[config.mk]
export PLATFORM = sky130hd
export DESIGN_NAME = gray_updown_counter
export DESIGN_NICKNAME = d
export VERILOG_FILES = /design/src/rtl/gray_pkg.sv /design/src/rtl/gray_code_encoder.sv /design/src/rtl/gray_updown_counter.sv
export SDC_FILE = /design/constraint.sdc
export NUM_CORES = 1
export LEC_CHECK = 0
export BUFFER_PORTS_ARGS = -buffer_cell sky130_fd_sc_hd__buf_4
export CORE_UTILIZATION = 40
export CTS_BUF_LIST = sky130_fd_sc_hd__clkbuf_8
export DETAILED_ROUTE_END_ITERATION = 16
export GPL_ROUTABILITY_DRIVEN = 0
export PLACE_DENSITY_LB_ADDON = 0.15
export SYNTH_ARGS = -nofsm -noshare
export SYNTH_HDL_FRONTEND = slang
export SYNTH_SLANG_ARGS = --single-unit
[constraint.sdc]
create_clock -name clk_i -period 2.1 [get_ports clk_i]
set_input_delay 0.525 -clock clk_i [delete_from_list [all_inputs] [get_ports clk_i]]
set_output_delay 0.525 -clock clk_i [all_outputs]
set_load 0.02 [all_outputs]
[src/rtl/gray_pkg.sv]
// gray_pkg: shared Gray-code helpers and counting-mode enum.
package gray_pkg;
    typedef enum logic {MODE_WRAP = 1'b0, MODE_SAT = 1'b1} mode_e;

    function automatic logic [31:0] bin2gray(input logic [31:0] b);
        return b ^ (b >> 1);
    endfunction

    // Works for any narrower width as long as the value is zero-extended.
    function automatic logic [31:0] gray2bin(input logic [31:0] g);
        logic [31:0] b;
        b[31] = g[31];
        for (int i = 30; i >= 0; i--) b[i] = b[i+1] ^ g[i];
        return b;
    endfunction
endpackage

[src/rtl/gray_code_encoder.sv]
// gray_code_encoder: combinational binary-to-Gray mapping.
module gray_code_encoder #(
    parameter int WIDTH = 8
) (
    input  logic [WIDTH-1:0] bin_i,
    output logic [WIDTH-1:0] gray_o
);
    assign gray_o = bin_i ^ (bin_i >> 1);
endmodule

[src/rtl/gray_updown_counter.sv]
// gray_updown_counter: up/down counter with load, wrap or saturate, and
// registered binary and Gray outputs.
module gray_updown_counter
    import gray_pkg::*;
#(
    parameter int WIDTH = 8,
    parameter logic [WIDTH-1:0] RESET_VALUE = '0,
    parameter int SATURATE = 0
) (
    input  logic             clk_i,
    input  logic             rst_i,
    input  logic             ce_i,
    input  logic             up_i,
    input  logic             load_i,
    input  logic [WIDTH-1:0] load_value_i,
    output logic [WIDTH-1:0] binary_o,
    output logic [WIDTH-1:0] gray_o,
    output logic             tc_o,
    output logic             limit_o
);
    localparam mode_e MODE = (SATURATE != 0) ? MODE_SAT : MODE_WRAP;
    localparam logic [WIDTH-1:0] RESET_GRAY = RESET_VALUE ^ (RESET_VALUE >> 1);

    logic [WIDTH-1:0] binary_q, binary_d, gray_q, gray_d, step;
    logic             limit_q, limit_d, at_limit;

    always_comb begin
        at_limit = up_i ? &binary_q : ~|binary_q;
        step     = up_i ? binary_q + WIDTH'(1) : binary_q - WIDTH'(1);
        binary_d = load_i ? load_value_i :
                   (!ce_i || (at_limit && MODE == MODE_SAT)) ? binary_q : step;
        limit_d  = !load_i && ce_i && at_limit;
    end

    // Gray register is fed from the next binary value so gray_o is never a decode of flop outputs.
    gray_code_encoder #(.WIDTH(WIDTH)) u_enc (
        .bin_i (binary_d),
        .gray_o(gray_d)
    );

    always_ff @(posedge clk_i) begin
        if (rst_i) begin
            binary_q <= RESET_VALUE;
            gray_q   <= RESET_GRAY;
            limit_q  <= 1'b0;
        end else begin
            binary_q <= binary_d;
            gray_q   <= gray_d;
            limit_q  <= limit_d;
        end
    end

    assign binary_o = binary_q;
    assign gray_o   = gray_q;
    assign limit_o  = limit_q;
    assign tc_o     = at_limit;
endmodule
# Word level (Yosys, flattened, before mapping)
# Cells that the tools add are included.
# totals
latch_bits	0
output_inout_bits	18
input_bits	13
memories	0
rom_bits	0
register_bits	17
elab_cells	16
ramBits	0
# classes
add_sub_neg	2
order_cmp	0
bitwise	1
n_div	0
n_eq_ne	0
mux	4
multipliers	0
n_shift	0
n_reduce_logical	6
# op_table
op	count
8-bit two-way mux	3
8-bit by 1-bit adder with 8-bit output, second input constant	1
8-bit AND reduction	1
8-bit OR reduction	1
8-bit by 1-bit subtractor with 8-bit output, second input constant	1
8-bit by 7-bit XOR with 8-bit output	1
1-bit logical AND	2
1-bit logical NOT	2
1-bit two-way mux	1

# Depth between registers and ports, before layout
# depth
word_depth	5
mapped_depth	8
depth_no_buf	8

# By module
# Synthesis repeated with hierarchy kept, for this count alone.
# hier_totals
cells_unflattened	123
hier_area_um2	1094.8
# modules_own_cells
mod	seq_area_each_um2	n_inst	area_per_inst_um2	cells_per_inst
gray_updown_counter	340.3	1	1026.0	115
gray_code_encoder	0.0	1	68.8	8

# Worst setup path after synthesis
# OpenSTA, ideal clock, no wires.
# synth_timing
kind	input to register
start	in up_i
end	reg gray_q[6], in the netlist gray_o[6]
cell_stages	8
required_time_ps	1979
path_buffers	0
t_arrival_ps	2145
path_slack_ps	-166
path_cell_list	inv_1 ha_1 nor2b_4 o31a_1 o221a_4 a211oi_4 nor2_2 mux2_4
# synth_between
elab_chain_len	4
# synth_rtl
item	line_no	source
start, declared	gray_updown_counter.sv:13	input logic up_i,
8-bit two-way mux	gray_updown_counter.sv:29	step = up_i ? binary_q + WIDTH'(1) : binary_q - WIDTH'(1);
8-bit two-way mux	gray_updown_counter.sv:31	(!ce_i || (at_limit && MODE == MODE_SAT)) ? binary_q : step;
8-bit two-way mux	gray_updown_counter.sv:30	binary_d = load_i ? load_value_i :
8-bit by 7-bit XOR with 8-bit output	gray_code_encoder.sv:8	assign gray_o = bin_i ^ (bin_i >> 1);
end signal, assigned	gray_updown_counter.sv:48	gray_q <= gray_d;
end, declared	gray_updown_counter.sv:24	logic [WIDTH-1:0] binary_q, binary_d, gray_q, gray_d, step;
# No other way between the ends.
# A chain may end at the register's enable or synchronous reset.

# Worst setup path after layout
# Same ends and word-level chain as after synthesis.

==> summary.md <==
| Metric | Value |
|---|---|
| Outcome | complete, but fails checks |
| Failing checks | setup timing |
| Part of the total power dissipated in combinational logic | a little over two fifths |
| Yosys reg bits | 16 |
| Worst-path fanout max | 6 |
| Leading post-synthesis cells by cell area | sky130_fd_sc_hd__dfxtp_1, sky130_fd_sc_hd__nor2_1, sky130_fd_sc_hd__ha_1 |
| Initial detailed-routing violation count | 21 |
| CP Launch Type | primary input |
| Layout Cell Area excl Fill | between 0.0015 and 0.002 mm^2 |
| Cts bufs inserted | 3 |
| Cell-internal power | 746 uW |
| Filler Cells Inserted | between 200 and 250 |
| Slew at the pin with the worst max-slew slack | 0.332 ns |
| Final clock skew | 0.00108 ns |
| DP Wirelength | approximately 2200 um |
| Worst min-delay path category | primary input to flip-flop |
| Max Clk Rate | around 0.45 GHz |
| Post-synthesis cell count | around 120 |
| # setup viols final | 2 |
| DRC viols | 0 |
| Number of primary I/O pins | 31 |
| Antenna violations before repair | 0 |
| Post-synthesis average cell area | ~9 um^2 |
| Final wirelength | 2980 um |
| Switching power as a share of total power | 32.9% |
| IO Port Bufs | 30 |
| Cell with the most instances after synthesis | sky130_fd_sc_hd__nor2_1 |
| Post-synthesis sequential area ratio | ~30% |
| Static leakage | roughly 0.00075 uW |
| CP endpoint kind | flip-flop |
| Number of inserted diodes | 0 |
| Routed length per placed instance | 14.7 um |
| Area of the core | 0.00250 mm^2 |
| Starting density of the core | between 40% and 50% |
| Required time of the critical path | about 2.2 ns |
| Post-DRT Antenna Nets | 0 |
| Pwr Density | around 650 mW/mm^2 |
| Deepest level of the CTS H-tree | 1 |
| Count of standard-cell rows | 18 |
| Post-placement setup slack | -0.403 ns |
| Sinks on Clock Net | 16 |
| Clock tree root driver cell | sky130_fd_sc_hd__clkbuf_8 |
| Number of synthesized flops with an enable pin | 0 |
| Final cell utilization of the core | about two thirds |
| Area growth from synthesis to final layout | 59.3% |
| Total standard cell area after synthesis | 0.00107 mm^2 |
| Net count reported at finish | between 150 and 200 |
| Count of max-cap constraint violations | 0 |
| Number of global-route vias before repair | approximately 1000 |
| Relative contribution of sequential cells to total power | around a third |
| Setup slack of the critical path after layout | -0.132 ns |
| TritonCTS clock tree | yes |
| Final critical-path required period | between 2 and 2.5 ns |
| List of most frequent post-synthesis cells | sky130_fd_sc_hd__nor2_1, sky130_fd_sc_hd__dfxtp_1 |
| Share of cells above drive strength 1 | 49.1% |
| Final hold violation count | 0 |
| Share of total power in the clock network | around 24% |
| Distinct cell type count of the synthesized netlist | between 40 and 50 |
| Total Routing Usage GR | between 20 and 25% |
| Post-Place Cell Area | about 0.0015 mm^2 |
| Share of the cycle needed by the critical path after routing | 106% |
| Pin count of the biggest net entering global routing | 22 |
| Final-report max-slew violation count | 0 |
| Worst setup path class | primary input to flip-flop |
| RSZ-0062 raised after global routing | true |
| Clock insertion delay at the later pin of the skew report | 0.25 ns |
| Count of hold-fix buffers inserted at cts | 0 |
| Die boundary width | between 50 and 60 um |
| Post-route total power | ~1100 uW |
| Post-synthesis net count | about 140 |
| Arrival time reported for the critical path endpoint | 2.37 ns |
| Post-DR vias/cell | 5.43 |
| Sum of overflow across all layers after global routing | 0 |
| Wire length of the first global-routing pass | between 4000 and 5000 um |
| Overall die area | a little under 0.003 mm^2 |
| CTS clk-pin slew, worst paths | 0.06 ns |
| Aggregate negative setup slack | -0.192 ns |
| Dominant synthesized flop cell | sky130_fd_sc_hd__dfxtp_1 |
| DR vias | approximately 1100 |
| Worst slew margin relative to its limit | 77.3% |
| Net switching power of the design | 365 uW |
| 1st-pass router iterations | 5 |
| Area fraction of the dominant cell type after synthesis | just under 30% |
| Peak ir drop on the vdd network | 0.711 mV |
| Bufs on Longest Clock Path | 2 |
| Synth async-reset ratio | 0% |
| Vertical die dimension | about 54 um |
| Area leader, netlist | sky130_fd_sc_hd__dfxtp_1 |
| Synth warn | 0 |
## timing repair
item	in CTS	in global routing
gates resized for setup	14	6
endpoints found under the setup margin	5	6
setup buffers	6	2
pin swaps	16	13
## sequential cells by signal, indices dropped and copies added, names as in the netlist
signal	cells
binary_o	8
gray_o	7
limit_o	1
## logic make-up (layout without fill, tap and decap cells)
group | Yosys count | count (layout) | synth area share [%]
xor gates and xnor gates | 8 | 8 | 6.52
muxes | 4 | 4 | 4.19
buffers and inverters | 11 | 62 | 4.54
AOI/OAI and AO/OA | 29 | 29 | 23.7
and+or+nand+nor | 47 | 47 | 22.4
DFF | 16 | 16 | 29.8
adders and majority gates | 7 | 7 | 8.85
## per-stage QoR
| stage | hold slack (ns) | std cells |
|---|---|---|
| after floorplan | 0.594 | 122 |
| after global placement | 0.742 | 193 |
| after detailed placement | 0.733 | 193 |
| after CTS | 0.553 | 203 |
| after global routing | 0.562 | 203 |
| final | 0.553 | 203 |
## cells in the final DEF, fill, tap and decap left out, types with 2 or more instances in the layout
cell type | synthesis | routed
sky130_fd_sc_hd__nor2_1 | 22 | 22
sky130_fd_sc_hd__dfxtp_1 | 16 | 16
sky130_fd_sc_hd__inv_1 | 5 | 4
sky130_fd_sc_hd__xor2_1 | 2 | 2
sky130_fd_sc_hd__ha_4 | 0 | 6
sky130_fd_sc_hd__nor2b_1 | 2 | 2
sky130_fd_sc_hd__mux2i_1 | 3 | 3
sky130_fd_sc_hd__nor3_1 | 3 | 2
sky130_fd_sc_hd__buf_4 | 1 | 50
sky130_fd_sc_hd__nand4_1 | 2 | 2
sky130_fd_sc_hd__a211oi_4 | 1 | 2
sky130_fd_sc_hd__a22o_1 | 3 | 3
sky130_fd_sc_hd__nand3_1 | 2 | 2
sky130_fd_sc_hd__a21o_1 | 2 | 2
sky130_fd_sc_hd__xnor2_1 | 6 | 5
sky130_fd_sc_hd__nand2_2 | 0 | 2
sky130_fd_sc_hd__nand2_1 | 6 | 4
sky130_fd_sc_hd__a21oi_4 | 0 | 2
sky130_fd_sc_hd__a21oi_1 | 6 | 6
sky130_fd_sc_hd__clkbuf_8 | 0 | 4
## power by group through the flow
stage                     combinational (uW)  clock (uW)  sequential, uW
final                                    483         269             359
after global routing                     524         288             364
after CTS                                465         274             358
after detailed placement                 410           0             364
after global placement                   404           0             362
after floorplan                          207           0             410
## final cells by class
type | instances | area [um^2] | share of cell area (%)
Timing Repair Buffer | 52 | 410 | 24.0
Sequential cell | 16 | 320 | 18.7
Clock buffer | 4 | 55.1 | 3.22
Inverter | 6 | 26.3 | 1.54
Multi-Input combinational cell | 95 | 862 | 50.4
Tap cell | 30 | 37.5 | 2.19
## worst max-delay path: stages
cell and delay (ns):
sky130_fd_sc_hd__buf_8 0.09, sky130_fd_sc_hd__clkinvlp_4 0.12, sky130_fd_sc_hd__buf_12 0.17, sky130_fd_sc_hd__ha_4 0.27
sky130_fd_sc_hd__nand3_4 0.09, sky130_fd_sc_hd__a211oi_4 0.30, sky130_fd_sc_hd__nor2_1 0.09, sky130_fd_sc_hd__a311oi_2 0.31
sky130_fd_sc_hd__nand2_1 0.11, sky130_fd_sc_hd__mux2_4 0.30
## per-layer routing
| layer | up-vias | wire length [um] | share of wire, % | track usage (%) |
|---|---|---|---|---|
| met4 | 0 | 87 | 2.9 | 9.65 |
| met1 | 524 | 1210 | 41 | 27.4 |
| met5 | - | 0 | 0 | 0 |
| met2 | 39 | 1520 | 51 | 36.8 |
| met3 | 6 | 158 | 5.3 | 6.78 |
| li1 | 534 | - | - | - |
## path summary, 6_finish.rpt
path | end | startpoint | cells after the start | slack, ns
max | gray_o[6] | up_i | 10 | -0.13
max reg2reg | gray_o[6] | binary_o[1] | 8 | -0.06
min | binary_o[0] | load_value_i[0] | 3 | 0.55
min reg2reg | binary_o[7] | binary_o[7] | 2 | 0.75
Power figures use the tool's default switching activity.
